===== src/rtl/led_mode_detector_pkg.sv =====
// Shared light-mode definitions used by both the LED driver and the detector,
// plus the per-window classification rule.
package led_mode_detector_pkg;

  // 2-bit light-mode encoding shared with the driver side
  typedef enum logic [1:0] {
    MODE_OFF   = 2'b00,
    MODE_ON    = 2'b01,
    MODE_BLINK = 2'b10,
    MODE_DIM   = 2'b11
  } light_mode_e;

  // Result of classifying one window; known=0 means UNKNOWN
  typedef struct packed {
    logic        known;
    light_mode_e mode;
  } win_class_t;

  // Confirm counter width, enough for CONFIRM up to 4
  localparam int unsigned CONF_W = 3;

  // Map a window's high-sample count and transition count to a class
  function automatic win_class_t classify(input int unsigned h,
                                          input int unsigned t,
                                          input int unsigned win);
    win_class_t c;
    c.known = 1'b1;
    c.mode  = MODE_OFF;
    if (h == 0 && t == 0) begin
      c.mode = MODE_OFF;
    end else if (h == win && t == 0) begin
      c.mode = MODE_ON;
    end else if (h == win / 2 && t == 2) begin
      c.mode = MODE_BLINK;
    end else if (h == (3 * win) / 4 && t == win / 2) begin
      c.mode = MODE_DIM;
    end else begin
      c.known = 1'b0;
      c.mode  = MODE_OFF;
    end
    return c;
  endfunction

endpackage


===== src/rtl/led_mode_detector_window_stats.sv =====
// led_window_stats: free-running window counter with per-window high-sample
// (H) and transition (T) accumulation. The final H/T of a window are offered
// combinationally on the window's last sample so the caller can register them.
module led_window_stats
  import led_mode_detector_pkg::*;
#(
  parameter int unsigned WIN = 16
) (
  input  logic                     clk,
  input  logic                     reset,
  input  logic                     en_i,
  input  logic                     smp_i,
  output logic                     win_last_c_o,
  output logic [$clog2(WIN):0]     h_c_o,
  output logic [$clog2(WIN):0]     t_c_o
);

  localparam int unsigned CNT_W = $clog2(WIN);
  localparam int unsigned ACC_W = CNT_W + 1;

  logic [CNT_W-1:0] cnt_q, cnt_d;
  logic [ACC_W-1:0] h_q, h_d, t_q, t_d;
  logic             prev_q, prev_d;
  logic [ACC_W-1:0] h_sum, t_sum;
  logic             win_last;

  // Next-state: count the window, accumulate H/T, clear on the last sample
  always_comb begin
    cnt_d    = cnt_q;
    h_d      = h_q;
    t_d      = t_q;
    prev_d   = prev_q;
    h_sum    = h_q + ACC_W'(smp_i);
    t_sum    = t_q + ACC_W'(smp_i ^ prev_q);
    win_last = en_i && (cnt_q == CNT_W'(WIN - 1));
    if (en_i) begin
      cnt_d  = cnt_q + CNT_W'(1);
      prev_d = smp_i;
      h_d    = win_last ? '0 : h_sum;
      t_d    = win_last ? '0 : t_sum;
    end
  end

  // State registers
  always_ff @(posedge clk or posedge reset) begin
    if (reset) begin
      cnt_q  <= '0;
      h_q    <= '0;
      t_q    <= '0;
      prev_q <= 1'b0;
    end else begin
      cnt_q  <= cnt_d;
      h_q    <= h_d;
      t_q    <= t_d;
      prev_q <= prev_d;
    end
  end

  assign win_last_c_o = win_last;
  assign h_c_o        = h_sum;
  assign t_c_o        = t_sum;

endmodule


===== src/rtl/led_mode_detector.sv =====
// led_mode_detector: classifies the LED drive waveform per window
// (OFF/ON/BLINK/DIM) and reports a mode once it is confirmed over CONFIRM
// consecutive agreeing windows. The first window after reset is a warm-up.
// Optional macro LED_MODE_DETECTOR_SYNC_EN adds a 2-flop input synchronizer;
// window counting is held off until that pipeline is primed, so every output
// event moves exactly 2 cycles later.
module led_mode_detector
  import led_mode_detector_pkg::*;
#(
  parameter int unsigned WIN     = 16,
  parameter int unsigned CONFIRM = 2
) (
  input  logic       clk,
  input  logic       reset,
  input  logic       led,
  output logic [1:0] mode,
  output logic       mode_valid,
  output logic       mode_chg,
  output logic       win_done,
  output logic       bad
);

  localparam int unsigned ACC_W = $clog2(WIN) + 1;

  logic             smp;
  logic             stats_en;
  logic             win_last_c;
  logic [ACC_W-1:0] h_c, t_c;
  win_class_t       cls;

`ifdef LED_MODE_DETECTOR_SYNC_EN
  logic [1:0] sync_q;
  logic [1:0] prime_q;

  // Input synchronizer plus a matching prime chain gating window counting
  always_ff @(posedge clk or posedge reset) begin
    if (reset) begin
      sync_q  <= '0;
      prime_q <= '0;
    end else begin
      sync_q  <= {sync_q[0], led};
      prime_q <= {prime_q[0], 1'b1};
    end
  end

  assign smp      = sync_q[1];
  assign stats_en = prime_q[1];
`else
  assign smp      = led;
  assign stats_en = 1'b1;
`endif

  led_window_stats #(
    .WIN (WIN)
  ) u_stats (
    .clk          (clk),
    .reset        (reset),
    .en_i         (stats_en),
    .smp_i        (smp),
    .win_last_c_o (win_last_c),
    .h_c_o        (h_c),
    .t_c_o        (t_c)
  );

  assign cls = classify(32'(h_c), 32'(t_c), WIN);

  logic              warm_q, warm_d;
  logic [CONF_W-1:0] conf_q, conf_d;
  light_mode_e       prev_mode_q, prev_mode_d;
  light_mode_e       mode_q, mode_d;
  logic              valid_q, valid_d;
  logic              chg_q, chg_d;
  logic              done_q, done_d;
  logic              bad_q, bad_d;

  // Next-state: warm-up discard, confirm counting and mode update per window
  always_comb begin
    warm_d      = warm_q;
    conf_d      = conf_q;
    prev_mode_d = prev_mode_q;
    mode_d      = mode_q;
    valid_d     = valid_q;
    chg_d       = 1'b0;
    done_d      = 1'b0;
    bad_d       = 1'b0;
    if (win_last_c) begin
      if (warm_q) begin
        warm_d = 1'b0;
      end else begin
        done_d = 1'b1;
        if (!cls.known) begin
          bad_d  = 1'b1;
          conf_d = '0;
        end else begin
          if (conf_q != '0 && cls.mode == prev_mode_q) begin
            conf_d = (conf_q >= CONF_W'(CONFIRM)) ? CONF_W'(CONFIRM)
                                                  : conf_q + CONF_W'(1);
          end else begin
            conf_d = CONF_W'(1);
          end
          prev_mode_d = cls.mode;
          if (conf_d == CONF_W'(CONFIRM) && (cls.mode != mode_q || !valid_q)) begin
            mode_d  = cls.mode;
            valid_d = 1'b1;
            chg_d   = 1'b1;
          end
        end
      end
    end
  end

  // State and output registers
  always_ff @(posedge clk or posedge reset) begin
    if (reset) begin
      warm_q      <= 1'b1;
      conf_q      <= '0;
      prev_mode_q <= MODE_OFF;
      mode_q      <= MODE_OFF;
      valid_q     <= 1'b0;
      chg_q       <= 1'b0;
      done_q      <= 1'b0;
      bad_q       <= 1'b0;
    end else begin
      warm_q      <= warm_d;
      conf_q      <= conf_d;
      prev_mode_q <= prev_mode_d;
      mode_q      <= mode_d;
      valid_q     <= valid_d;
      chg_q       <= chg_d;
      done_q      <= done_d;
      bad_q       <= bad_d;
    end
  end

  assign mode       = mode_q;
  assign mode_valid = valid_q;
  assign mode_chg   = chg_q;
  assign win_done   = done_q;
  assign bad        = bad_q;

endmodule


===== config.mk =====
export PLATFORM = sky130hd
export DESIGN_NAME = led_mode_detector
export DESIGN_NICKNAME = d
export VERILOG_FILES = /design/src/rtl/led_mode_detector_pkg.sv /design/src/rtl/led_mode_detector_window_stats.sv /design/src/rtl/led_mode_detector.sv
export SDC_FILE = /design/constraint.sdc
export NUM_CORES = 1
export LEC_CHECK = 0
export BUFFER_PORTS_ARGS = -buffer_cell sky130_fd_sc_hd__buf_2
export CAP_MARGIN = 10
export CORE_ASPECT_RATIO = 0.7
export CORE_MARGIN = 2
export CORE_UTILIZATION = 54
export CTS_CLUSTER_SIZE = 28
export DETAILED_ROUTE_END_ITERATION = 12
export PLACE_DENSITY = 0.75
export SYNTH_ARGS = -nofsm -noshare
export SYNTH_HDL_FRONTEND = slang
export SYNTH_HIERARCHICAL = 1
export SYNTH_SLANG_ARGS = --single-unit

===== constraint.sdc =====
create_clock -name clk -period 2.3 [get_ports clk]
set_input_delay 0.115 -clock clk [delete_from_list [all_inputs] [get_ports clk]]
set_output_delay 0.115 -clock clk [all_outputs]
set_load 0.03 [all_outputs]

==> results of run 1 <==
## registers in the layout, summed over array words and instances, names as in the netlist
signal          flops
bad                 1
mode_valid          1
u_stats/t_q         5
conf_q              3
u_stats/h_q         5
mode                2
u_stats/cnt_q       4
u_stats/prev_q      1
warm_q              1
mode_chg            1
win_done            1
prev_mode_q         2
## worst paths after layout
kind | cells after the start | endpoint | slack, ns
min in group asynchronous | 3 | prev_mode_q[1]$_DFFE_PP0P_ | 0.39
setup reg to reg | 11 | mode[0]$_DFFE_PP0P_ | -0.23
hold / removal | 2 | u_stats/prev_q$_DFFE_PP0P_ | 0.12
setup / recovery | 11 | mode[0]$_DFFE_PP0P_ | -0.23
hold reg to reg | 1 | mode_chg$_DFF_PP0_ | 0.49
max in group asynchronous | 3 | u_stats/h_q[2]$_DFFE_PP0P_ | 1.44
## routing by layer
layer  up-vias  track usage  part of all wire  wire, microns
li1        576            -                 -              -
met1       594       0.3072              0.46           1561
met2        27       0.3349              0.50           1721
met3         2      0.04850             0.038            129
met4         0      0.03922            0.0038             13
met5         -            0                 0              0
## power breakdown
group | total, mW | internal, mW | switching (mW)
clock | 0.265 | 0.124 | 0.141
combinational | 0.977 | 0.463 | 0.514
sequential | 0.771 | 0.601 | 0.171
## cells in the mapped netlist (2+ instances only)
cell type,number,area [sq um]
dfrtp_1,26,650.6
nand2_1,18,67.56
inv_1,12,45.04
xor2_1,9,78.83
ha_1,8,100.1
xnor2_1,8,70.07
o22ai_1,6,37.54
nand3_1,5,25.02
nand4_1,5,31.28
nor2_1,4,15.01
o21ai_1,4,20.02
nand2b_1,3,18.77
buf_6,2,22.52
mux2_2,2,22.52
nor2b_1,2,12.51
nor3_1,2,10.01
nor4b_2,2,30.03
o211a_4,2,35.03
## kinds of logic after synthesis
family / synth area share
other: 0.002354
and+or+nand+nor: 0.2058
DFF: 0.4250
xor gates and xnor gates: 0.1037
adders and majority gates: 0.06285
buffers and inverters: 0.04556
AOI/OAI and AO/OA: 0.1037
muxes: 0.05106
## critical path: cells and delay by family, from the launching register on
kind / cells / cell delay [ns]
buffers and inverters: 1 / 0.16
adder cells (fa/ha/maj): 2 / 0.39
AO/OA/AOI/OAI: 3 / 0.49
flip-flops: 1 / 0.40
AND/OR/NAND/NOR: 2 / 0.35
XOR/XNOR: 2 / 0.34
multiplexers: 1 / 0.28
## through the flow
step	power, mW	instance area [sq um]
floorplan	1.316	1624
global placement	1.488	1809
detailed placement	1.542	1809
CTS	1.821	1872
global route	2.164	2023
finish	2.013	2023
## cell type report
| type | count | area [sq um] |
|---|---|---|
| Inverter | 12 | 45.04 |
| Clock buffer | 4 | 45.04 |
| Sequential cell | 27 | 676.9 |
| Tap cell | 36 | 45.04 |
| Multi-Input combinational cell | 106 | 1003 |
| Fill cell | 190 | 779.5 |
| Timing Repair Buffer | 29 | 207.7 |
## what timing repair did
item                                   CTS  global route
pin swaps                                0             7
hold buffers                             1             0
gates resized for setup                  1            20
setup endpoints to repair                9             9
endpoints found under the hold margin   26             0
buffers inserted                         0             3
==> impl_metrics.json, run 1 <==
{
  "outcome": "complete, but fails checks",
  "violations": "negative setup slack",
  "dp_cells": 206,
  "final_cell_mix": "dfrtp_1 (26), nand2_1 (18), buf_4 (18), inv_1 (12), xor2_1 (9)",
  "cp.arrival_ns": 2.70,
  "place_congestion": 0.8590,
  "power_density_mw_per_mm2": 994.9,
  "rsz0062_at_grt": "yes",
  "grt_max_degree": 20,
  "tns_ns": -1.183,
  "hold_viol": 0,
  "cts_buffer_depth": 2,
  "cts_tree": "built",
  "track_usage": 0.2147,
  "place_ws_ns": -0.2111,
  "cts_buffers": 3,
  "utilization": 0.7219,
  "coreArea_sq_mm": 0.002803,
  "critPathMaxStageDelay_ns": 0.40,
  "grt-ovfl-total": 0,
  "critPathMaxFanout": 4,
  "dieArea_sq_mm": 0.003407,
  "crit_chain": "xor2_1 > ha_2 > ha_4 > nand3_4 > xnor2_4 > nor4b_4 > o211a_4 > mux2i_4 > buf_6 > a41oi_2 > a2bb2oi_2",
  "drv_cap": 0,
  "syn_avg_cell_area_sq_um": 10.84,
  "portBuffers": 8,
  "final.period_utilization": 1.102,
  "hp-start": "led",
  "htreeDepth": 1,
  "first_iter_violations": 57,
  "first_pass_iters": 4,
  "required_ns": 2.47,
  "vias_per_cell": 5.603,
  "antenna_found_initial": 0,
  "peakVddDrop_v": 0.0006180,
  "slew_viol_final": 0,
  "skew_ns": 0.01230,
  "areaGrowthSynthToFinish_pct": 27.02,
  "dp_hpwl_mm": 2.305,
  "synth-seq-cells": 27,
  "insertion_delay_ns": 0.27,
  "setup_ws_ns": -0.2339,
  "die_h_microns": 49.44,
  "synth-edff-count": 0,
  "reg2reg_from": "u_stats/prev_q$_DFFE_PP0P_",
  "start_kind": "flop",
  "yosys_warnings": 6,
  "slew_headroom": 0.5982,
  "startpoint": "u_stats/prev_q$_DFFE_PP0P_",
  "cpMaxStageDelayCell": "dfrtp_1",
  "ys.flop_type": "dfrtp_1",
  "vias": 1199,
  "synth.distinct_cells": 45,
  "async_flop_share": 1.000,
  "avgRoutedWirePerCell_microns": 16.01,
  "crit_type": "flop to flop",
  "grt_pass1_vias": 1201,
  "drive_gt1_frac": 0.3596,
  "worstMarginPinSlew_ns": 0.6021,
  "period_minus_slack_ns": 2.534,
  "die_w_microns": 68.91,
  "cts-root-buf": "clkbuf_8",
  "ant_nets": 0,
  "max_freq_mhz": 394.7,
  "grt_first_pass_wirelength_mm": 5.513,
  "syn_area_sq_mm": 0.001593,
  "layout_commonest_cell": "dfrtp_1",
  "seq_area_frac_synth": 0.4250,
  "fin_nets": 190,
  "endpoint_kind": "flop",
  "finalSetupViolCount": 8,
  "wl_mm": 3.426,
  "final_cells": 214,
  "holdWs_ns": 0.1237,
  "hold_path.class": "input port to flop",
  "io_pins": 9,
  "syn_inst": 147,
  "cts_sinks": 27,
  "clk_pin_slew_ns": 0.09,
  "drc": 0,
  "antenna_cells": 0,
  "p_leak_nw": 0.9192,
  "rows": 16,
  "start_util": 0.5683
}
Note: power is estimated with default switching activity, not from simulation.
==> run 2: changes to the inputs <==
Settings changed: ABC_AREA set to 1.
==> run 2 against run 1 <==
Compared with the run above: the flow still finishes with violations (negative setup slack); design area increased by 4.5%; first-iteration DRC count increased by 140%; synthesized cell count increased by 56%; die area increased by 6.9%; worst setup slack improved by 0.039 ns; wire length increased by 23%; clock power increased by 8.7%; fmax increased by 1.5%; largest cell class unchanged; cell count increased by 39%; global-route usage increased by 2.1 points; largest power group unchanged.
==> impl_metrics.json, run 2 <==
{
  "drc": 0,
  "cp.arrival_ns": 2.67,
  "first_iter_violations": 135,
  "layout_commonest_cell": "nand2_1",
  "syn_area_sq_mm": 0.001712,
  "synth_common_cells": "nand2_1 (76), inv_1 (34), dfrtp_1 (26)",
  "endpoint_kind": "flop",
  "critPathMaxFanout": 4,
  "drv_cap": 0,
  "die_w_microns": 71.29,
  "antenna_found_initial": 0,
  "start_kind": "flop",
  "required_ns": 2.48,
  "clk_pin_slew_ns": 0.10,
  "drive_gt1_frac": 0.3205,
  "cp-endpoint": "mode[1]$_DFFE_PP0P_",
  "cts_sinks": 27,
  "io_pins": 9,
  "cts_buffer_depth": 2,
  "r2r_slack_ns": -0.20,
  "period_minus_slack_ns": 2.495,
  "fin_area_sq_mm": 0.002113,
  "grt_max_degree": 17,
  "skew_ns": 0.006031,
  "grt_pass1_vias": 1430,
  "cts_tree": "built",
  "areaGrowthSynthToFinish_pct": 23.47,
  "worstMarginPinSlew_ns": 0.5825,
  "ys.flop_type": "dfrtp_1",
  "synth_most_common_cell": "nand2_1",
  "start_util": 0.5550,
  "grt_first_pass_wirelength_mm": 6.630,
  "finalSetupViolCount": 8,
  "synth_xor_area_frac": 0.03070,
  "r2r_end": "mode[1]$_DFFE_PP0P_",
  "coreArea_sq_mm": 0.003084,
  "seq_area_frac_synth": 0.3955,
  "placed_area_sq_mm": 0.001871,
  "top_regs": "u_stats/h_q x5, u_stats/t_q x5, u_stats/cnt_q x4",
  "synth_top_cell_by_area": "dfrtp_1",
  "final_cells": 297,
  "rows": 17,
  "power.total_mw": 2.222,
  "cts_buffers": 3,
  "insertion_delay_ns": 0.28,
  "power_density_mw_per_mm2": 1051,
  "peakVddDrop_v": 0.0007234,
  "synth-seq-cells": 27,
  "avgRoutedWirePerCell_microns": 14.14,
  "async_flop_share": 1.000,
  "fin_nets": 271,
  "final_cell_mix": "nand2_1 (67), inv_1 (31), dfrtp_1 (26), buf_4 (19), nor2_1 (15)",
  "place_congestion": 0.9048,
  "max_freq_mhz": 400.7,
  "dp_hpwl_mm": 2.637,
  "dieArea_sq_mm": 0.003643,
  "yosys_warnings": 6,
  "ant_nets": 0,
  "synth.area.top_cells": "dfrtp_1 (38%), nand2_1 (17%), inv_1 (7.5%)",
  "final.period_utilization": 1.085,
  "portBuffers": 8,
  "synth.distinct_cells": 30,
  "rsz0062_at_grt": "yes",
  "hold_path.class": "input port to flop",
  "synthAdderAreaFrac": 0.05848,
  "synthSimpleGateAreaFrac": 0.3852,
  "startpoint": "u_stats/prev_q$_DFFE_PP0P_",
  "slew_viol_final": 0,
  "grt-ovfl-total": 0,
  "setup_ws_ns": -0.1953,
  "violations": "negative setup slack",
  "synth-edff-count": 0,
  "antenna_cells": 0,
  "wl_mm": 4.199,
  "die_h_microns": 51.11,
  "p_leak_nw": 1.107,
  "hold_viol": 0,
  "dp_cells": 284,
  "fillers": 226,
  "htreeDepth": 1,
  "crit_type": "flop to flop",
  "outcome": "complete, but fails checks",
  "synthMuxAreaShare": 0,
  "rr_worst_depth": 17,
  "synth_compound_area_frac": 0.03436,
  "vias_per_cell": 5.222,
  "cts-root-buf": "clkbuf_8",
  "synth_top_family_by_area": "simple AND/OR/NAND/NOR gates",
  "first_pass_iters": 5,
  "vias": 1551,
  "syn_inst": 229,
  "syn-num-nets": 240,
  "track_usage": 0.2360,
  "yosys.area.top_type_share": 0.3801,
  "slew_headroom": 0.6112,
  "syn_avg_cell_area_sq_um": 7.474,
  "reg2reg_from": "u_stats/prev_q$_DFFE_PP0P_"
}
run 2: final cells by class:
cell class              count  area [sq um]  share of cell area
clock inverters             1         7.507            0.003552
inverters                  37         141.4             0.06690
well taps                  38         47.55             0.02250
repair buffers             28         192.7             0.09118
flip-flops and latches     27         676.9              0.3203
multi-input cells         163          1006              0.4760
clock buffers               3         41.29             0.01954
run 2: per-layer routing:
metal	global-route usage	vias up	part of all wire
met5	0	-	0
met4	0.05975	0	0.010
met3	0.05128	8	0.052
met2	0.3534	50	0.46
met1	0.3472	729	0.48
li1	-	764	-
run 2: timing repair:
action                     4_1_cts  5_1_grt
pin swaps                        7       13
setup endpoints to repair        9        9
hold endpoints to repair        26        0
hold buffers                     1        0
buffers inserted                 4        4
resized for setup               17       18
run 2: logic make-up (layout without fill, tap and decap cells):
| kind of cell | Yosys count | after routing |
|---|---|---|
| other cells | 1 | 1 |
| xor+xnor | 6 | 6 |
| flops | 27 | 27 |
| fa+ha+maj | 8 | 8 |
| buf+inv | 39 | 69 |
| simple gates | 139 | 139 |
| compound gates | 9 | 9 |
run 2: worst min-delay path by stage:
stage,start,to,depth (start not counted)
after floorplan,reset,bad$_DFF_PP0_,1
after global placement,reset,prev_mode_q[0]$_DFFE_PP0P_,2
after detailed placement,reset,prev_mode_q[0]$_DFFE_PP0P_,2
after CTS,led,u_stats/prev_q$_DFFE_PP0P_,3
after global routing,led,u_stats/prev_q$_DFFE_PP0P_,3
final,led,u_stats/prev_q$_DFFE_PP0P_,3
run 2: critical path, cell delays in order, from the launching register on:
cell and delay, ns:
dfrtp_1 0.40, xor2_1 0.17, ha_2 0.19, ha_4 0.18, xnor2_2 0.17, inv_2 0.09
nor2_4 0.14, inv_1 0.06, nor2_2 0.13, nand3_4 0.11, nand2_4 0.10, nand2_4 0.05
nand2_2 0.05, nand2_2 0.06, nor3_4 0.18, nand3_2 0.15, nand2_1 0.10, nand2_1 0.05
run 2: report_power, final:
| part | internal [mW] | switching [mW] | total (mW) |
|---|---|---|---|
| sequential | 0.632 | 0.164 | 0.796 |
| clock | 0.123 | 0.165 | 0.288 |
| combinational | 0.443 | 0.694 | 1.14 |
run 2: through the flow:
step	setup slack, ns	TNS [ns]	utilization	hold WS, ns
after floorplan	0.01328	0	-	-0.02102
after global placement	-0.09931	-0.2947	0.6065	0.1591
after detailed placement	-0.1895	-0.8501	0.6065	0.1666
after CTS	-0.07749	-0.1871	0.6531	0.09734
after global routing	-0.3346	-2.204	0.6852	0.1321
final	-0.1953	-0.9815	0.6852	0.1020
==> run 3: changes to the inputs <==
Settings changed: BUFFER_PORTS_ARGS -buffer_cell sky130_fd_sc_hd__buf_2 to not set, CORE_UTILIZATION 54 to 56, DONT_BUFFER_PORTS set to 1, PLACE_DENSITY 0.75 to 0.74, SLEW_MARGIN set to 40.
==> run 3 against run 2 <==
Compared with the run above: the run still ends with negative setup slack left; utilization increased by 3.3 points; clock skew about the same; wire length down 14%; register-to-register slack about the same; worst setup slack improved by 0.0055 ns; clock power down 6%; design area shrank 2.7%; sequential power about the same; fmax up 0.22%; critical path depth shrank 2; worst hold slack gained 0.090 ns; largest power group unchanged.
==> impl_metrics.json, run 3 (synthesis results as in run 2) <==
{
  "critPathMaxFanout": 4,
  "vias_per_cell": 5.148,
  "portBuffers": 0,
  "cpMaxStageDelayCell": "dfrtp_1",
  "clk_pin_slew_ns": 0.09,
  "fillers": 224,
  "required_ns": 2.47,
  "multi_input_area_sq_mm": 0.001005,
  "rows": 16,
  "slew_viol_final": 0,
  "skew_ns": 0.006047,
  "cts_sinks": 27,
  "met1Wirelength_mm": 1.867,
  "start_util": 0.5979,
  "fin_nets": 260,
  "dp_hpwl_mm": 2.525,
  "critPathMaxStageDelay_ns": 0.40,
  "rsz0062_at_grt": "yes",
  "htreeDepth": 1,
  "p_leak_nw": 1.047,
  "top_regs": "u_stats/h_q x5, u_stats/t_q x5, u_stats/cnt_q x4",
  "die_w_microns": 70.08,
  "hold_viol": 0,
  "hold_path.class": "input port to flop",
  "pwr-share-seq": 0.376,
  "period_minus_slack_ns": 2.490,
  "power_density_mw_per_mm2": 1029,
  "place_ws_ns": -0.2385,
  "final.period_utilization": 1.083,
  "cts_buffers": 3,
  "crit_chain": "xor2_1 > ha_2 > ha_4 > xnor2_2 > inv_2 > nor2_4 > nand2_1 > nor2_4 > nand2_2 > nand3_1 > nand2_2 > nor3_4 > nand3_4 > nand2_2 > nand2_1",
  "switching_share": 0.4475,
  "die_h_microns": 50.26,
  "crit_path_frequent_cell": "nand2_2",
  "cp.arrival_ns": 2.66,
  "io_pins": 9,
  "drc": 0,
  "worstMarginPinSlew_ns": 0.5727,
  "final_cell_mix": "nand2_1 (66), inv_1 (32), dfrtp_1 (26), nor2_1 (17), nand2_2 (14)",
  "crit_type": "flop to flop",
  "layout_commonest_cell": "nand2_1",
  "internal_power_mw": 1.169,
  "seq_area_sq_um": 676.9,
  "drive_gt1_frac": 0.2782,
  "place_congestion": 0.8860,
  "route.met3.wl_microns": 177,
  "combPwrFrac": 0.496,
  "grt_max_degree": 16,
  "rr_worst_depth": 15,
  "grt_first_pass_wirelength_mm": 6.265,
  "start_kind": "flop",
  "clockPowerShare": 0.129,
  "hp-start": "led",
  "insertion_delay_ns": 0.28,
  "first_iter_violations": 71,
  "cts-root-buf": "clkbuf_8",
  "slew_headroom": 0.6178,
  "peakVddDrop_v": 0.0006379,
  "first_pass_iters": 4,
  "violations": "negative setup slack",
  "avgRoutedWirePerCell_microns": 12.71,
  "holdPathStages": 3,
  "cts_buffer_depth": 2,
  "r2r_slack_ns": -0.19,
  "track_usage": 0.2261,
  "coreArea_sq_mm": 0.002863,
  "dr_wl_met2_mm": 1.524,
  "max_freq_mhz": 401.6,
  "endpoint_kind": "flop",
  "areaGrowthSynthToFinish_pct": 20.18,
  "ant_nets": 0,
  "highest_layer": "met4",
  "vias": 1462,
  "grt-ovfl-total": 0,
  "antenna_cells": 0,
  "wl_mm": 3.610,
  "p_sw_mw": 0.9474,
  "reg2reg_from": "u_stats/prev_q$_DFFE_PP0P_",
  "grt_pass1_vias": 1406,
  "r2r_end": "mode[1]$_DFFE_PP0P_",
  "hold-path-endpoint": "u_stats/h_q[0]$_DFFE_PP0P_",
  "dieArea_sq_mm": 0.003522,
  "tns_ns": -1.060,
  "antenna_found_initial": 0,
  "finalSetupViolCount": 8,
  "cts_tree": "built",
  "setup_ws_ns": -0.1898,
  "outcome": "complete, but fails checks",
  "drv_cap": 0
}
[run 3: repair_timing]
action / 4_1_cts / 5_1_grt
gates resized for setup: 19 / 19
hold endpoints to repair: 27 / 0
buffers inserted: 4 / 1
endpoints found under the setup margin: 9 / 9
pin swaps: 9 / 14
hold buffers: 2 / 0
[run 3: routing by layer]
| layer | GRT usage | vias to the layer above |
|---|---|---|
| met2 | 0.3397 | 40 |
| li1 | - | 740 |
| met1 | 0.3286 | 676 |
| met5 | 0 | - |
| met3 | 0.05422 | 6 |
| met4 | 0.06090 | 0 |
[run 3: worst max path at each step]
stage | from | end | slack [ns] | cells after the start
after global placement | u_stats/prev_q$_DFFE_PP0P_ | mode[0]$_DFFE_PP0P_ | -0.18 | 18
final | u_stats/prev_q$_DFFE_PP0P_ | mode[1]$_DFFE_PP0P_ | -0.19 | 15
after CTS | u_stats/prev_q$_DFFE_PP0P_ | mode[1]$_DFFE_PP0P_ | -0.11 | 17
after global routing | u_stats/h_q[0]$_DFFE_PP0P_ | mode[0]$_DFFE_PP0P_ | -0.39 | 14
after detailed placement | u_stats/prev_q$_DFFE_PP0P_ | mode[1]$_DFFE_PP0P_ | -0.24 | 15
after floorplan | u_stats/prev_q$_DFFE_PP0P_ | mode[0]$_DFFE_PP0P_ | 0.01 | 15
[run 3: power by group through the flow]
stage / sequential [mW] / combinational [mW] / clock, mW
after floorplan: 0.758 / 0.691 / 0
final: 0.795 / 1.05 / 0.272
after global placement: 0.788 / 0.848 / 0
after global routing: 0.819 / 1.19 / 0.298
after CTS: 0.788 / 0.973 / 0.284
after detailed placement: 0.792 / 0.858 / 0
[run 3: worst max-delay path, delay by kind of cell, from the launching register on]
family / cells / cell delay (ns)
buffers and inverters: 1 / 0.09
XOR/XNOR: 2 / 0.34
AND/OR/NAND/NOR: 10 / 1.18
flip-flops: 1 / 0.40
adder cells (fa/ha/maj): 2 / 0.38
[run 3: cell type report]
| class | instances | area share |
|---|---|---|
| sequential | 27 | 0.3291 |
| clock inverter | 1 | 0.002433 |
| inverter | 37 | 0.06995 |
| clock buffer | 3 | 0.02007 |
| multi-input combinational | 163 | 0.4884 |
| tap | 36 | 0.02190 |
| timing repair buffer | 17 | 0.06813 |
[run 3: through the flow]
stage	instances	instance area [sq um]	power, mW	hold slack [ns]	util
global route	284	2057	2.312	0.2145	0.7185
global placement	273	1821	1.636	0.04213	0.6359
floorplan	229	1719	1.449	-0.02102	-
detailed placement	273	1821	1.650	0.05365	0.6359
finish	284	2057	2.117	0.1923	0.7185
CTS	283	1997	2.045	0.1823	0.6976
